==> src/rtl/alu_exec.sv <==
// Execute-stage ALU: single-cycle ARM data-processing, iterative MUL/MLA, NZCV.
// Define MUL_EARLY_TERM_EN to end a multiply once the remaining multiplier is zero.
module alu_exec #(
    parameter int         WIDTH     = 32,
    parameter logic [3:0] FLAGS_RST = 4'b0000
) (
    input  logic             clk,
    input  logic             rst_n,
    input  logic             Start,
    input  logic             Mul,
    input  logic             Acc,
    input  logic [3:0]       ALUControl,
    input  logic             SetFlags,
    input  logic [WIDTH-1:0] SrcA,
    input  logic [WIDTH-1:0] SrcB,
    input  logic [WIDTH-1:0] SrcC,
    input  logic             ShiftCarry,
    output logic [WIDTH-1:0] Result,
    output logic             Done,
    output logic             WrValid,
    output logic             Busy,
    output logic [3:0]       Flags
);

    localparam int CW = $clog2(WIDTH);
    localparam logic [CW-1:0] LAST = CW'(WIDTH - 1);

    typedef enum logic {IDLE, MUL} state_t;

    state_t           state_q, state_d;
    logic [WIDTH-1:0] mcand_q, mcand_d;
    logic [WIDTH-1:0] mplier_q, mplier_d;
    logic [WIDTH-1:0] acc_q, acc_d;
    logic [CW-1:0]    cnt_q, cnt_d;
    logic             s_q, s_d;
    logic [WIDTH-1:0] result_q, result_d;
    logic             done_q, done_d;
    logic             wrvalid_q, wrvalid_d;
    logic [3:0]       flags_q, flags_d;

    logic [WIDTH-1:0] op_x, op_y, lres, dp_res;
    logic [WIDTH:0]   sum;
    logic             cin, arith, dp_c, dp_v, test_op;

    assign test_op = (ALUControl[3:2] == 2'b10);

    // Subtracts are x + ~y + cin so C comes out as NOT borrow.
    always_comb begin
        op_x  = SrcA;
        op_y  = SrcB;
        cin   = 1'b0;
        arith = 1'b1;
        lres  = '0;
        unique case (ALUControl)
            4'h0, 4'h8: begin lres = SrcA & SrcB; arith = 1'b0; end
            4'h1, 4'h9: begin lres = SrcA ^ SrcB; arith = 1'b0; end
            4'h2, 4'hA: begin op_y = ~SrcB; cin = 1'b1; end
            4'h3: begin op_x = SrcB; op_y = ~SrcA; cin = 1'b1; end
            4'h4, 4'hB: cin = 1'b0;
            4'h5: cin = flags_q[1];
            4'h6: begin op_y = ~SrcB; cin = flags_q[1]; end
            4'h7: begin op_x = SrcB; op_y = ~SrcA; cin = flags_q[1]; end
            4'hC: begin lres = SrcA | SrcB; arith = 1'b0; end
            4'hD: begin lres = SrcB; arith = 1'b0; end
            4'hE: begin lres = SrcA & ~SrcB; arith = 1'b0; end
            4'hF: begin lres = ~SrcB; arith = 1'b0; end
        endcase
        sum    = {1'b0, op_x} + {1'b0, op_y} + {{WIDTH{1'b0}}, cin};
        dp_res = arith ? sum[WIDTH-1:0] : lres;
        dp_c   = arith ? sum[WIDTH] : ShiftCarry;
        dp_v   = arith ? ((op_x[WIDTH-1] == op_y[WIDTH-1]) &&
                          (sum[WIDTH-1] != op_x[WIDTH-1]))
                       : flags_q[0];
    end

    logic [WIDTH-1:0] acc_step, mplier_nx;
    logic             last;

    assign acc_step  = acc_q + (mplier_q[0] ? mcand_q : '0);
    assign mplier_nx = mplier_q >> 1;
`ifdef MUL_EARLY_TERM_EN
    assign last = (cnt_q == LAST) || (mplier_nx == '0);
`else
    assign last = (cnt_q == LAST);
`endif

    always_comb begin
        state_d   = state_q;
        mcand_d   = mcand_q;
        mplier_d  = mplier_q;
        acc_d     = acc_q;
        cnt_d     = cnt_q;
        s_d       = s_q;
        result_d  = result_q;
        done_d    = 1'b0;
        wrvalid_d = 1'b0;
        flags_d   = flags_q;
        unique case (state_q)
            IDLE: begin
                if (Start && Mul) begin
                    state_d  = MUL;
                    mcand_d  = SrcA;
                    mplier_d = SrcB;
                    acc_d    = Acc ? SrcC : '0;
                    cnt_d    = '0;
                    s_d      = SetFlags;
                end else if (Start) begin
                    done_d    = 1'b1;
                    wrvalid_d = !test_op;
                    if (!test_op)
                        result_d = dp_res;
                    if (test_op || SetFlags)
                        flags_d = {dp_res[WIDTH-1], dp_res == '0, dp_c, dp_v};
                end
            end
            MUL: begin
                acc_d    = acc_step;
                mcand_d  = mcand_q << 1;
                mplier_d = mplier_nx;
                cnt_d    = cnt_q + CW'(1);
                if (last) begin
                    state_d   = IDLE;
                    result_d  = acc_step;
                    done_d    = 1'b1;
                    wrvalid_d = 1'b1;
                    if (s_q)
                        flags_d[3:2] = {acc_step[WIDTH-1], acc_step == '0};
                end
            end
        endcase
    end

    always_ff @(posedge clk or negedge rst_n) begin
        if (!rst_n) begin
            state_q   <= IDLE;
            mcand_q   <= '0;
            mplier_q  <= '0;
            acc_q     <= '0;
            cnt_q     <= '0;
            s_q       <= 1'b0;
            result_q  <= '0;
            done_q    <= 1'b0;
            wrvalid_q <= 1'b0;
            flags_q   <= FLAGS_RST;
        end else begin
            state_q   <= state_d;
            mcand_q   <= mcand_d;
            mplier_q  <= mplier_d;
            acc_q     <= acc_d;
            cnt_q     <= cnt_d;
            s_q       <= s_d;
            result_q  <= result_d;
            done_q    <= done_d;
            wrvalid_q <= wrvalid_d;
            flags_q   <= flags_d;
        end
    end

    assign Result  = result_q;
    assign Done    = done_q;
    assign WrValid = wrvalid_q;
    assign Busy    = (state_q == MUL);
    assign Flags   = flags_q;

endmodule

==> config.mk <==
export PLATFORM = sky130hd
export DESIGN_NAME = alu_exec
export DESIGN_NICKNAME = d
export VERILOG_FILES = /design/src/rtl/alu_exec.sv
export SDC_FILE = /design/constraint.sdc
export NUM_CORES = 1
export LEC_CHECK = 0
export ABC_AREA = 1
export BUFFER_PORTS_ARGS = -buffer_cell sky130_fd_sc_hd__buf_2
export CORE_ASPECT_RATIO = 1.4
export CORE_MARGIN = 5
export CORE_UTILIZATION = 40
export CTS_BUF_LIST = sky130_fd_sc_hd__clkbuf_8
export DETAILED_ROUTE_END_ITERATION = 12
export GPL_ROUTABILITY_DRIVEN = 0
export PLACE_DENSITY = 0.55
export SYNTH_ARGS = -nofsm -noshare
export SYNTH_HDL_FRONTEND = slang
export SYNTH_SLANG_ARGS = --single-unit
==> constraint.sdc <==
create_clock -name clk -period 5.6 [get_ports clk]
set_clock_uncertainty 0.15 [all_clocks]
set_input_delay 0.84 -clock clk [delete_from_list [all_inputs] [get_ports clk]]
set_output_delay 0.84 -clock clk [all_outputs]
set_load 0.01 [all_outputs]
Word level (Yosys, flattened, before mapping)

Cells that the tools add are included.

Reduce and logical (&&, ||, !) cells: 19
Equal/unequal tests: 24
Mux-type cells: 38
Add/subtract/negate cells: 4
Bitwise logic cells: 9

Operators with widths:

| operator             | count |
|---|---|
| $mux W32             | 11 |
| $pmux W32 S2         | 5 |
| $pmux W32 S6         | 1 |
| $and A32 B32 Y32     | 2 |
| $logic_not A32 Y1    | 2 |
| $not A32 Y32         | 2 |
| $add A32 B32 Y33     | 1 |
| $add A33 B1 Y33      | 1 |
| $add A32 B32 Y32     | 1 |
| $or A32 B32 Y32      | 1 |
| $xor A32 B32 Y32     | 1 |
| $eq A4 B4 Y1 const B | 7 |
| $eq A4 B3 Y1 const B | 3 |
| $mux W4              | 3 |
| $ne A2 B2 Y1 const B | 5 |
| $pmux W5 S2          | 1 |
| $reduce_and A5 Y1    | 2 |
| $mux W1              | 9 |
| $reduce_or A3 Y1     | 3 |
| $eq A4 B2 Y1 const B | 2 |
| $pmux W1 S2          | 4 |
| $reduce_and A4 Y1    | 2 |
| $reduce_or A8 Y1     | 1 |
| $reduce_or A2 Y1     | 3 |
| 16 further kinds     | 21 |

Input bits: 107
Flip-flop bits (word level): 141
Output and inout port bits: 39

Logic depth before layout (Yosys ltp)

Word-level depth: 12
Mapped depth: 29

Worst setup path before layout

OpenSTA, ideal clock, no wires.

Path kind: input to register
Start: input port ALUControl[1]
End: register flags_q[2], in the netlist Flags[2]
Setup slack: 1666 ps
Required time: 5388 ps
Stages: 27
Path buffers: 3
Arrival time: 3722 ps
Path through: buf_4 > nand2_1 > nor2_1 > clkbuf_1 > nor2_1 > inv_1 > clkbuf_1 > o221ai_1 > ha_1 > nand2_1 > nand2_1 > inv_1 > nand2_1 > nand2_1 > nand2_1 > or2_2 > nand3_1 > nand2_1 > nor2_1 > nand2_1 > nor2_1 > nand2_1 > nor2_1 > nand3_1 > nand3_1 > nand2_1 > inv_1

Longest elaborated chain between the ends: 11
Elaborated cells on any way between the ends: 33
Classes of those cells: 2 x add/sub; 13 x eq/ne; 9 x mux; 9 x reduce/logical

RTL lines:

| what                                                                         | line | RTL |
|---|---|---|
| from (decl)                                                                  | 12   | `input logic [3:0] ALUControl,` |
| $eq A4 B3 Y1 (tied with other cells)                                         | 54   | `unique case (ALUControl)` |
| $reduce_or A3 Y1 (no source line) / $reduce_or A2 Y1 (equally long branches) | n/a  |  |
| $pmux W32 S2 / $mux W32 (equally long branches)                              | 54   |  |
| $add A32 B32 Y33                                                             | 68   | `sum = {1'b0, op_x} + {1'b0, op_y} + {{WIDTH{1'b0}}, cin};` |
| $add A33 B1 Y33                                                              | 68   |  |
| $mux W32 (*)                                                                 | 69   | `dp_res = arith ? sum[WIDTH-1:0] : lres;` |
| $logic_not A32 Y1 (*)                                                        | 113  | `flags_d = {dp_res[WIDTH-1], dp_res == '0, dp_c, dp_v};` |
| $mux W4 (*)                                                                  | 112  | `if (test_op \|\| SetFlags)` |
| $mux W4 (*)                                                                  | 107  | `end else if (Start) begin` |
| $mux W4 (*)                                                                  | 100  | `if (Start && Mul) begin` |
| $pmux W2 S2 (*)                                                              | 98   | `unique case (state_q)` |
| to (signal assigned)                                                         | 155  | `flags_q <= flags_d;` |
| to (decl)                                                                    | 39   | `logic [3:0] flags_q, flags_d;` |

Mark *: on every way between the ends. The rest lies on a longest branch, timed or not. The select of a mux whose other input is x is not followed.
A chain may end at the register's enable or synchronous reset.

Final worst setup path

Ends and elaborated chain as after synthesis.

==> summary.md <==
| Metric | Value |
|---|---|
| # fillers | `3843` |
| Total nets after synthesis | `2559` |
| Share of the core filled with cells | `0.448` |
| Number of gates given a new drive strength after cts | `0` |
| TritonCTS clock tree | `built` |
| Data required time of the critical path | `5.88 ns` |
| Endpoint of the worst register-to-register path | `Flags[2]$_DFFE_PN0P_` |
| IO Pins | `146` |
| RR Startpoint | `mplier_q[0]$_DFFE_PN0N_` |
| Worst Tran Pin Value | `1.05 ns` |
| CTS root buffer | `sky130_fd_sc_hd__clkbuf_8` |
| Vias | `15863` |
| H-tree levels | `4` |
| Final number of setup-violating endpoints | `0` |
| Residual antenna-violating net count after detailed routing | `0` |
| Mapped cell area | `14200 um2` |
| Capturing element type of the critical path | `register` |
| Half-perimeter wire length after placement | `43.5 mm` |
| Max-cap check violation count | `0` |
| Starting DRC count in detailed routing | `1405` |
| Count of inserted antenna diode cells | `0` |
| Status | `complete, no violations` |
| Total number of nets in the final design | `2659` |
| GR Overflow Total | `0` |
| Total global routing track utilization | `0.276` |
| Post-route minimum period | `4.41 ns` |
| Syn Area/Cell | `6.02 um2` |
| Number of flops mapped to enable cells by yosys | `0` |
| Vias in the first global route | `15199` |
| Standard cell with the maximum stage delay on the critical path | `sky130_fd_sc_hd__nor2_4` |
| Placement Rows | `81` |
| Peak per-stage delay on the critical path | `0.39 ns` |
| Type of the worst setup path | `input pin to register` |
| Count of input and output buffers | `145` |
| Die X-Extent | `169 um` |
| Crit. Startpoint | `ALUControl[1]` |
| Max Root-Sink Buffers | `2` |
| Chip Height | `233 um` |
| Clock latency on the worst-skew pair | `0.48 ns` |
| Initial core utilization | `0.405` |
| Clock transition at the registers of the reported paths | `0.09 ns` |
| Area occupied by multi-input gates | `8870 um2` |
| Worst R2R Setup Slack | `2.05 ns` |
| VDD IR-drop max | `0.181 mV` |
| Combined buffer and inverter count along the critical path | `4` |
| Final number of max-transition violations | `0` |
| Die outline area | `39300 um2` |
| Area of all sequential standard cells | `3530 um2` |
| Largest net degree at the start of global routing | `95` |
| Number of cells on the critical path | `24` |
| Power density relative to cell area | `372 nW/um2` |
| Relative slew slack | `0.299` |
| Post-synthesis register bit count | `141` |
| Mean number of vias per cell | `5.43` |
| Setup repair after global routing missed its margin | `no` |
| Ordered cell list for the critical path | `buf_2 -> nand2_1 -> nor2_4 -> nor2_1 -> inv_1 -> buf_4 -> o221ai_1 -> ha_1 -> nand2_1 -> nor2_1 -> nand3_1 -> nand3_1 -> nand2_1 -> nand3_1 -> nand2_1 -> nand3_1 -> nand2_1 -> nor2_1 -> nand2_1 -> nor2_1 -> nand3_1 -> nand3_1 -> nand2_1 -> inv_1` |
| Pre-antenna DRT Iters | `6` |
| Clock sink count | `141` |
| Number of cells on the worst reg-to-reg path | `20` |
| P_leak | `8.41 nW` |
| Critical Path AT | `4.69 ns` |
| Gate count after technology mapping | `2353` |
| Type of the tightest min-delay check | `input pin to async pin` |
| Total Neg Setup Slack | `0 ns` |
| Netlist cell types | `44` |
| Floorplan core area | `35000 um2` |
| Share of the clock period used by the worst path after layout | `0.788` |
| Wire length per cell | `18.9 um` |
| Startpoint class of the critical path | `input pin` |
| Async set-or-reset flop fraction in the synthesized netlist | `1.00` |
| Dominant register cell in the synthesized netlist | `sky130_fd_sc_hd__dfrtp_1` |
| Area growth syn-to-layout | `10.6%` |
| # Post-CTS Setup Buffers | `0` |
| Peak Freq | `0.227 GHz` |
| Cts hold-fix bufs | `0` |
| Register area share after synthesis | `0.249` |
| Gate family responsible for the most delay along the worst path | `simple AND/OR/NAND/NOR gates` |
| Proportion of layout cells with a drive suffix above 1 | `0.0888` |
| Total wire length | `55.2 mm` |
| Final hold violation count | `0` |
| Peak fanout along the critical path | `31` |
| Worst setup path endpoint | `Flags[2]$_DFFE_PN0P_` |
| Number of design rule violations left after detail routing | `0` |
| Synth warnings | `0` |
| Number of antenna violations at the first check in global routing | `0` |
| Total CTS buffers | `17` |
| Top cell by count, worst path | `sky130_fd_sc_hd__nand2_1` |
| Global-route wire length before repair | `85.0 mm` |
## cells by family after synthesis
kind of cell	count (synthesis)	share of synthesized area
xor+xnor	10	0.00618
flops	141	0.249
simple gates	1267	0.365
compound gates	369	0.164
fa+ha+maj	99	0.0890
buf+inv	467	0.127
## layer usage
layer | vias to the layer above | GRT usage | part of all wire | wire length, um
met4 | 0 | 0.123 | 0.049 | 2690
met3 | 115 | 0.0321 | 0.056 | 3070
met1 | 7313 | 0.348 | 0.42 | 23000
li1 | 7845 | - | - | -
met5 | - | 0 | 0 | 0
met2 | 590 | 0.474 | 0.48 | 26500
## power by group
group	total, W	internal (W)	leakage, nW	switching [W]
Clock	0.000800	0.000362	0.182	0.000438
Sequential	0.00175	0.00146	1.75	0.000289
Combinational	0.00328	0.00108	6.48	0.00220
Total	0.00583	0.00291	8.41	0.00292
## layout by cell type, fill, tap and decap left out, drive strengths merged, types with 2 or more instances in the layout
master and n:
clkinv 6, o221ai 80, xnor2 4, o21ai 113
dfrtp 141, clkinvlp 5, a31oi 36, nand2 821
xor2 6, o21bai 6, nor2 192, a21oi 90
fa 3, a22o 2, buf 164, ha 96
nand3 187, nor3 16, nand4 27, o2111ai 7
o22ai 8, nand3b 11, inv 386, clkbuf 18
o211ai 20, or2 11
## cells in the mapped netlist (2+ instances only)
| library cell | count | area, um2 |
|---|---|---|
| sky130_fd_sc_hd__fa_1 | 3 | 60.1 |
| sky130_fd_sc_hd__o211ai_1 | 20 | 150 |
| sky130_fd_sc_hd__clkinv_1 | 4 | 15.0 |
| sky130_fd_sc_hd__ha_1 | 96 | 1200 |
| sky130_fd_sc_hd__nor2_1 | 191 | 717 |
| sky130_fd_sc_hd__buf_2 | 15 | 75.1 |
| sky130_fd_sc_hd__nand2_1 | 820 | 3080 |
| sky130_fd_sc_hd__dfrtp_1 | 141 | 3530 |
| sky130_fd_sc_hd__nand4_1 | 27 | 169 |
| sky130_fd_sc_hd__or2_2 | 9 | 56.3 |
| sky130_fd_sc_hd__o221ai_1 | 80 | 701 |
| sky130_fd_sc_hd__a31oi_1 | 36 | 225 |
| sky130_fd_sc_hd__o21ai_0 | 107 | 536 |
| sky130_fd_sc_hd__nand3_1 | 186 | 931 |
| sky130_fd_sc_hd__nand3b_1 | 11 | 82.6 |
| sky130_fd_sc_hd__xor2_1 | 6 | 52.6 |
| sky130_fd_sc_hd__o21bai_1 | 6 | 45.0 |
| sky130_fd_sc_hd__xnor2_1 | 4 | 35.0 |
| sky130_fd_sc_hd__buf_1 | 3 | 11.3 |
| sky130_fd_sc_hd__o22ai_1 | 8 | 50.1 |
| sky130_fd_sc_hd__clkbuf_1 | 59 | 221 |
| sky130_fd_sc_hd__or2_0 | 2 | 12.5 |
| sky130_fd_sc_hd__buf_4 | 5 | 37.5 |
| sky130_fd_sc_hd__a21oi_1 | 90 | 450 |
| sky130_fd_sc_hd__nor3_1 | 16 | 80.1 |
| sky130_fd_sc_hd__o2111ai_1 | 7 | 61.3 |
| sky130_fd_sc_hd__inv_1 | 374 | 1400 |
| sky130_fd_sc_hd__a22o_1 | 2 | 17.5 |
| sky130_fd_sc_hd__inv_2 | 6 | 22.5 |
| sky130_fd_sc_hd__o21ai_1 | 5 | 25.0 |
## worst min path at each step
stage,end,slack (ns),cells after the start
5_1_grt,s_q$_DFFE_PN0P_,0.36,1
3_5_place_dp,Result[1]$_DFFE_PN0P_,0.33,2
3_3_place_gp,Result[1]$_DFFE_PN0P_,0.32,2
2_1_floorplan,cnt_q[3]$_DFFE_PN0N_,0.31,1
6_report,s_q$_DFFE_PN0P_,0.28,1
4_1_cts,s_q$_DFFE_PN0P_,0.31,1
## sequential cells by signal, summed over array words and instances (netlist names)
register  count
Busy          1
Done          1
Flags         4
Result       32
WrValid       1
acc_q        32
cnt_q         5
mcand_q      32
mplier_q     32
s_q           1
## cell type report
type,instances,area share
clock inverters,14,0.00783
clock buffers,18,0.0158
well taps,456,0.0364
repair buffers,164,0.0566
inverters,384,0.0920
flip-flops and latches,141,0.225
multi-input cells,1745,0.566
## metrics by stage
stage               area [um2]  worst slack (ns)  total power, W  std cells  hold slack [ns]
floorplan                14200              1.67         0.00394       2353            0.308
global placement         15300             0.770         0.00499       2890            0.318
detailed placement       15300             0.772         0.00503       2890            0.329
CTS                      15700              1.28         0.00584       2922            0.307
global route             15700             0.887         0.00634       2922            0.358
finish                   15700              1.19         0.00583       2922            0.280
(Power assumes the default switching activity.)
